## src/rtl/mem_ctrl_pkg.sv

```systemverilog
`default_nettype none
// ============================================================================
//  Module      : mem_ctrl_pkg
//  Description : Shared types and constants for the programming-memory
//                timing controller (state encoding, bus widths, default
//                access timing, timer range helper).
//  Revision    : 1.0  initial release
// ============================================================================
package mem_ctrl_pkg;

    localparam int ADDR_W = 8;
    localparam int DATA_W = 16;

    // Default access timing in clk cycles
    localparam int WR_CYCLES_DEF  = 24;
    localparam int RD_CYCLES_DEF  = 14;
    localparam int GAP_CYCLES_DEF = 2;
    localparam int CNT_W_DEF      = 8;

    typedef enum logic [1:0] {
        IDLE   = 2'd0,
        ACCESS = 2'd1,
        GAP    = 2'd2
    } state_t;

    // A cycle count is usable when non-zero and representable by the timer
    function automatic bit cycles_in_range(input int cycles, input int cnt_w);
        return (cycles >= 1) && (cycles <= (2 ** cnt_w) - 1);
    endfunction

endpackage
`default_nettype wire

```

## src/rtl/mem_ctrl_timer.sv

```systemverilog
`default_nettype none
// ============================================================================
//  Module      : mem_ctrl_timer
//  Description : Up-counting cycle timer. i_clr restarts the count at zero,
//                i_load captures the terminal count, o_done flags the cycle
//                in which the count equals the terminal count.
//  Revision    : 1.0  initial release
// ============================================================================
module mem_ctrl_timer #(
    parameter int CNT_W = 8
) (
    input  logic             clk,
    input  logic             rst_n,
    input  logic             i_clr,
    input  logic             i_load,
    input  logic             i_en,
    input  logic [CNT_W-1:0] i_last,
    output logic             o_done
);

    logic [CNT_W-1:0] r_cnt;
    logic [CNT_W-1:0] r_last;

    // Count register and terminal-count register
    always_ff @(posedge clk) begin
        if (!rst_n) begin
            r_cnt  <= '0;
            r_last <= '0;
        end else begin
            if (i_clr) begin
                r_cnt <= '0;
            end else if (i_en) begin
                r_cnt <= r_cnt + CNT_W'(1);
            end
            if (i_load) begin
                r_last <= i_last;
            end
        end
    end

    assign o_done = (r_cnt == r_last);

endmodule
`default_nettype wire

```

## src/rtl/mem_ctrl.sv

```systemverilog
`default_nettype none
// ============================================================================
//  Module      : mem_ctrl
//  Description : Timing master for the 256x16 programming memory. Accepts one
//                read/write request at a time, holds the memory strobes for
//                the access window, returns read data, then enforces a
//                deselect gap before the next access.
//                Optional feature macro: MEM_CTRL_AUTOINC_EN (adds req_inc
//                and an internal address pointer for sequential accesses).
//  Revision    : 1.0  initial release
// ============================================================================
module mem_ctrl
    import mem_ctrl_pkg::*;
#(
    parameter int WR_CYCLES  = WR_CYCLES_DEF,
    parameter int RD_CYCLES  = RD_CYCLES_DEF,
    parameter int GAP_CYCLES = GAP_CYCLES_DEF,
    parameter int CNT_W      = CNT_W_DEF
) (
    input  logic              clk,
    input  logic              rst_n,
    input  logic              req_valid,
    output logic              req_ready,
    input  logic              req_we,
    input  logic [ADDR_W-1:0] req_addr,
    input  logic [DATA_W-1:0] req_wdata,
`ifdef MEM_CTRL_AUTOINC_EN
    input  logic              req_inc,
`endif
    output logic              rsp_valid,
    output logic [DATA_W-1:0] rsp_rdata,
    output logic              busy,
    output logic              mem_sel,
    output logic              mem_we,
    output logic [ADDR_W-1:0] mem_addr,
    output logic [DATA_W-1:0] mem_wdata,
    input  logic [DATA_W-1:0] mem_rdata
);

    // Reject timings the timer cannot represent
    if (!cycles_in_range(WR_CYCLES, CNT_W)) begin : g_bad_wr_cycles
        $error("mem_ctrl: WR_CYCLES out of range for CNT_W");
    end
    if (!cycles_in_range(RD_CYCLES, CNT_W)) begin : g_bad_rd_cycles
        $error("mem_ctrl: RD_CYCLES out of range for CNT_W");
    end
    if (!cycles_in_range(GAP_CYCLES, CNT_W)) begin : g_bad_gap_cycles
        $error("mem_ctrl: GAP_CYCLES out of range for CNT_W");
    end

    // Timer terminal counts: the timer starts at 0 on state entry
    localparam logic [CNT_W-1:0] c_WR_LAST  = CNT_W'(WR_CYCLES - 1);
    localparam logic [CNT_W-1:0] c_RD_LAST  = CNT_W'(RD_CYCLES - 1);
    localparam logic [CNT_W-1:0] c_GAP_LAST = CNT_W'(GAP_CYCLES - 1);

    state_t             r_state;
    state_t             w_state_nxt;
    logic               w_accept;
    logic               w_tmr_done;
    logic               w_tmr_clr;
    logic [CNT_W-1:0]   w_tmr_last;
    logic [ADDR_W-1:0]  w_req_addr;

    logic               w_ready_nxt;
    logic               w_busy_nxt;
    logic               w_rsp_valid_nxt;
    logic [DATA_W-1:0]  w_rdata_nxt;
    logic               w_sel_nxt;
    logic               w_we_nxt;
    logic [ADDR_W-1:0]  w_addr_nxt;
    logic [DATA_W-1:0]  w_wdata_nxt;

    assign w_accept = req_valid & req_ready;

`ifdef MEM_CTRL_AUTOINC_EN
    logic [ADDR_W-1:0] r_ptr;

    assign w_req_addr = req_inc ? (r_ptr + ADDR_W'(1)) : req_addr;

    // Pointer follows the address of every accepted request
    always_ff @(posedge clk) begin
        if (!rst_n) begin
            r_ptr <= '0;
        end else if (w_accept) begin
            r_ptr <= w_req_addr;
        end
    end
`else
    assign w_req_addr = req_addr;
`endif

    // State register
    always_ff @(posedge clk) begin
        if (!rst_n) begin
            r_state <= IDLE;
        end else begin
            r_state <= w_state_nxt;
        end
    end

    // Next-state: IDLE -> ACCESS -> GAP -> IDLE, phases timed by the timer
    always_comb begin
        w_state_nxt = r_state;
        case (r_state)
            IDLE:    if (w_accept)   w_state_nxt = ACCESS;
            ACCESS:  if (w_tmr_done) w_state_nxt = GAP;
            GAP:     if (w_tmr_done) w_state_nxt = IDLE;
            default: w_state_nxt = IDLE;
        endcase
    end

    // Timer restarts on every state change with the new phase length
    always_comb begin
        w_tmr_last = '0;
        case (w_state_nxt)
            ACCESS:  w_tmr_last = req_we ? c_WR_LAST : c_RD_LAST;
            GAP:     w_tmr_last = c_GAP_LAST;
            default: w_tmr_last = '0;
        endcase
    end

    assign w_tmr_clr = (w_state_nxt != r_state);

    mem_ctrl_timer #(
        .CNT_W (CNT_W)
    ) u_timer (
        .clk    (clk),
        .rst_n  (rst_n),
        .i_clr  (w_tmr_clr),
        .i_load (w_tmr_clr),
        .i_en   (r_state != IDLE),
        .i_last (w_tmr_last),
        .o_done (w_tmr_done)
    );

    // Output next-values; memory strobes only move at access start and end
    always_comb begin
        w_ready_nxt     = (w_state_nxt == IDLE);
        w_busy_nxt      = (w_state_nxt != IDLE);
        w_rsp_valid_nxt = 1'b0;
        w_rdata_nxt     = rsp_rdata;
        w_sel_nxt       = mem_sel;
        w_we_nxt        = mem_we;
        w_addr_nxt      = mem_addr;
        w_wdata_nxt     = mem_wdata;
        case (r_state)
            IDLE: begin
                if (w_accept) begin
                    w_sel_nxt   = 1'b1;
                    w_we_nxt    = req_we;
                    w_addr_nxt  = w_req_addr;
                    w_wdata_nxt = req_wdata;
                end
            end
            ACCESS: begin
                if (w_tmr_done) begin
                    w_sel_nxt = 1'b0;
                    w_we_nxt  = 1'b0;
                    if (!mem_we) begin
                        w_rsp_valid_nxt = 1'b1;
                        w_rdata_nxt     = mem_rdata;
                    end
                end
            end
            default: ;
        endcase
    end

    // Output registers
    always_ff @(posedge clk) begin
        if (!rst_n) begin
            req_ready <= 1'b1;
            busy      <= 1'b0;
            rsp_valid <= 1'b0;
            rsp_rdata <= '0;
            mem_sel   <= 1'b0;
            mem_we    <= 1'b0;
            mem_addr  <= '0;
            mem_wdata <= '0;
        end else begin
            req_ready <= w_ready_nxt;
            busy      <= w_busy_nxt;
            rsp_valid <= w_rsp_valid_nxt;
            rsp_rdata <= w_rdata_nxt;
            mem_sel   <= w_sel_nxt;
            mem_we    <= w_we_nxt;
            mem_addr  <= w_addr_nxt;
            mem_wdata <= w_wdata_nxt;
        end
    end

endmodule
`default_nettype wire

```

## config.mk

```make
export PLATFORM = sky130hd
export DESIGN_NAME = mem_ctrl
export DESIGN_NICKNAME = d
export VERILOG_FILES = /design/src/rtl/mem_ctrl_pkg.sv /design/src/rtl/mem_ctrl_timer.sv /design/src/rtl/mem_ctrl.sv
export SDC_FILE = /design/constraint.sdc
export NUM_CORES = 1
export LEC_CHECK = 0
export ABC_AREA = 1
export CAP_MARGIN = 25
export CORE_MARGIN = 5
export CORE_UTILIZATION = 44
export CTS_CLUSTER_SIZE = 28
export DETAILED_ROUTE_END_ITERATION = 8
export PLACE_DENSITY = 0.85
export SLEW_MARGIN = 20
export SYNTH_ARGS = -nofsm -noshare
export SYNTH_HDL_FRONTEND = slang
export SYNTH_SLANG_ARGS = --single-unit
```

## constraint.sdc

```tcl
create_clock -name clk -period 2 [get_ports clk]
set_input_delay 0.2 -clock clk [delete_from_list [all_inputs] [get_ports clk]]
set_output_delay 0.2 -clock clk [all_outputs]
set_load 0.005 [all_outputs]
```

==> flow_summary.ini <==
[floorplanning]
die_w_um = 83.8
dieArea_um2 = 7020
initial_core_util = 0.461
core_area_um2 = 5200
fp-row-count = 26
io_pins = 89
die_height_um = 83.8

[pwr]
pwr-share-clk = 0.257
seqPwrFrac = 0.349
power_density_nw_per_um2 = 1310
p_sw_frac = 0.348
power.total_w = 0.00466
ir_drop_uv = 705
p_sw_w = 0.00162
p_int_w = 0.00304
p_leak_nw = 1.41
combPwrFrac = 0.394

[worst_hold_path]
holdPathEnd = mem_addr[7]
holdPathStages = 3
min_from = req_addr[7]
hold_path.class = input pin to flop

[run]
timing.max_cap.violations = 0

[cts]
htree_num_levels = 3
clock_latency_ns = 0.33
numCtsBuffers = 9
ctsResizeCount = 0
cts_hold_buf = 0
clk_path_buf_depth = 2
cts-root-buf = clkbuf_8
cts.sinks = 59
clkTransAtPathRegs_ns = 0.07
post_cts_buffers = 0
cts_tree = built

[detailed_routing]
drt_iter0_drc = 51
via_per_inst = 4.91
num_vias = 2279
ant_nets = 0
finalWirelength_mm = 6.29
route.detailed.wl_per_inst_um = 13.5
dr.pass1.iters = 5
drc = 0

[yosys]
ys_ff_latch = 59
synth_area_per_cell_um2 = 8.02
synth_edf_count = 0
yosys_warnings = 0
async_flop_share = 0
syn_area_um2 = 2400
ys_types = 23
synth_area_leader_cell = dfxtp_1
synth_nets = 347
synth_top_area_frac = 0.493
ys_top_cells_by_area = dfxtp_1, nor2_1, nand2_1
ys.flop_type = dfxtp_1
syn-instance-count = 299
seq_area_frac_synth = 0.493

[grt]
grt_max_degree = 27
grt_antenna_before_repair = 0
grt.total_usage = 0.186
grt_pass1_wl_mm = 10.7
overflow = 0
grt_pass1_vias = 2299

[placement]
gp_congestion = 0.852
hpwl_mm = 4.47
place.port_buffers = 88
dp_cells = 448

[setup_path]
rr_worst_depth = 9
r2r_slack_ns = 0.23
required_ns = 2.18
r2r-start = u_timer.r_cnt[5]
cp_max_fo = 18
crit_type = flop to flop
setup.worst_path.start_class = flop
endpoint_kind = flop
r2r-end = rsp_rdata[13]
cp.arrival_ns = 1.95

[layout]
seqCellArea_um2 = 1180
area_delta_synth_final_pct = 48.1
antenna_cells = 0
nNetsFinal = 437
final_cell_mix = clkdlybuf4s50_1, nor2_1, dfxtp_1
num-fill-cells = 423
drive_above_1_share = 0.104
final_cells = 464
layout.cells.most_common = clkdlybuf4s50_1
multi_input_area_um2 = 1060
final_core_util = 0.682

[sta]
setup_viol = 0
drv_slew = 0
clock_skew_ns = 0.00929
whs_ns = 0.450
worstMarginPinSlew_ns = 0.639
fin_crit_ns = 1.77
finalCritPeriodShare = 0.885
rsz0062_at_grt = false
finalHoldViolations = 0
setup_tns_ns = 0
slew-limit-headroom = 0.573
timing.fmax_mhz = 565

[outcome]
outcome = finished, final reports clean
flip-flops by register name, indices dropped and copies added, names as in the netlist, 2 cells and up:
register / count
r_state: 2
u_timer.r_cnt: 8
mem_wdata: 16
mem_addr: 8
rsp_rdata: 16
u_timer.r_last: 4
cell usage after synthesis, types with 2 or more instances:
master	n
inv_1	12
a21oi_2	5
a21oi_1	19
nand3_1	6
xor2_1	7
nand3_4	2
nand2_1	48
inv_2	5
ha_1	4
dfxtp_1	59
buf_6	3
nand4_1	22
buf_2	4
nor2_2	2
o21ai_0	24
nand3_2	2
nor2_4	2
nor2_1	62
clkbuf_1	7
cells by family (layout without fill, tap and decap cells):
kind of cell | Yosys count | count (layout) | synth area share
buffers and inverters | 32 | 127 | 0.0632
adder cells (fa/ha/maj) | 4 | 4 | 0.0209
XOR/XNOR | 7 | 7 | 0.0256
AO/OA/AOI/OAI | 48 | 48 | 0.108
AND/OR/NAND/NOR | 149 | 149 | 0.290
flip-flops | 59 | 59 | 0.493
worst max path at each step:
stage	from	to	cells after the start
3_3_place_gp	u_timer.r_cnt[5]	rsp_rdata[4]	9
6_report	u_timer.r_cnt[5]	rsp_rdata[13]	9
2_1_floorplan	u_timer.r_cnt[4]	u_timer.r_last[3]	13
4_1_cts	u_timer.r_cnt[5]	rsp_rdata[11]	9
3_5_place_dp	u_timer.r_cnt[5]	rsp_rdata[13]	9
5_1_grt	u_timer.r_cnt[5]	rsp_rdata[1]	9
metrics by stage:
stage / setup slack (ns) / area (µm²)
global route: 0.0305 / 3550
detailed placement: 0.298 / 3320
global placement: 0.358 / 3320
floorplan: 0.381 / 2400
CTS: 0.227 / 3550
finish: 0.231 / 3550
power by group through the flow:
stage,clock network [W],logic [W],registers [W]
after detailed placement,0,0.00183,0.00164
after CTS,0.00123,0.00185,0.00163
after floorplan,0,0.00107,0.00165
after global routing,0.00129,0.00205,0.00166
final,0.00120,0.00184,0.00163
after global placement,0,0.00178,0.00164
critical path, stage by stage (launching register included):
cell     delay (ns)
dfxtp_1        0.35
inv_2          0.08
nand2_1        0.07
nor2_1         0.13
nand2_1        0.10
nor2_4         0.11
buf_4          0.24
nand3_2        0.31
nand2_1        0.16
a21oi_1        0.07
final cells by class:
| cell class | instances | share of cell area |
|---|---|---|
| clock inverters | 6 | 0.0250 |
| well taps | 70 | 0.0247 |
| flip-flops and latches | 59 | 0.333 |
| repair buffers | 94 | 0.261 |
| multi-input cells | 208 | 0.300 |
| inverters | 17 | 0.0180 |
| clock buffers | 10 | 0.0388 |
layer usage:
layer / routed length, µm / global-route usage / vias to the layer above
met5: 0 / 0 / -
met4: 42 / 0.0482 / 0
met3: 498 / 0.0859 / 5
met2: 2980 / 0.300 / 70
met1: 2760 / 0.224 / 1044
li1: - / - / 1160
No activity file was read; power rests on OpenSTA's default activity.
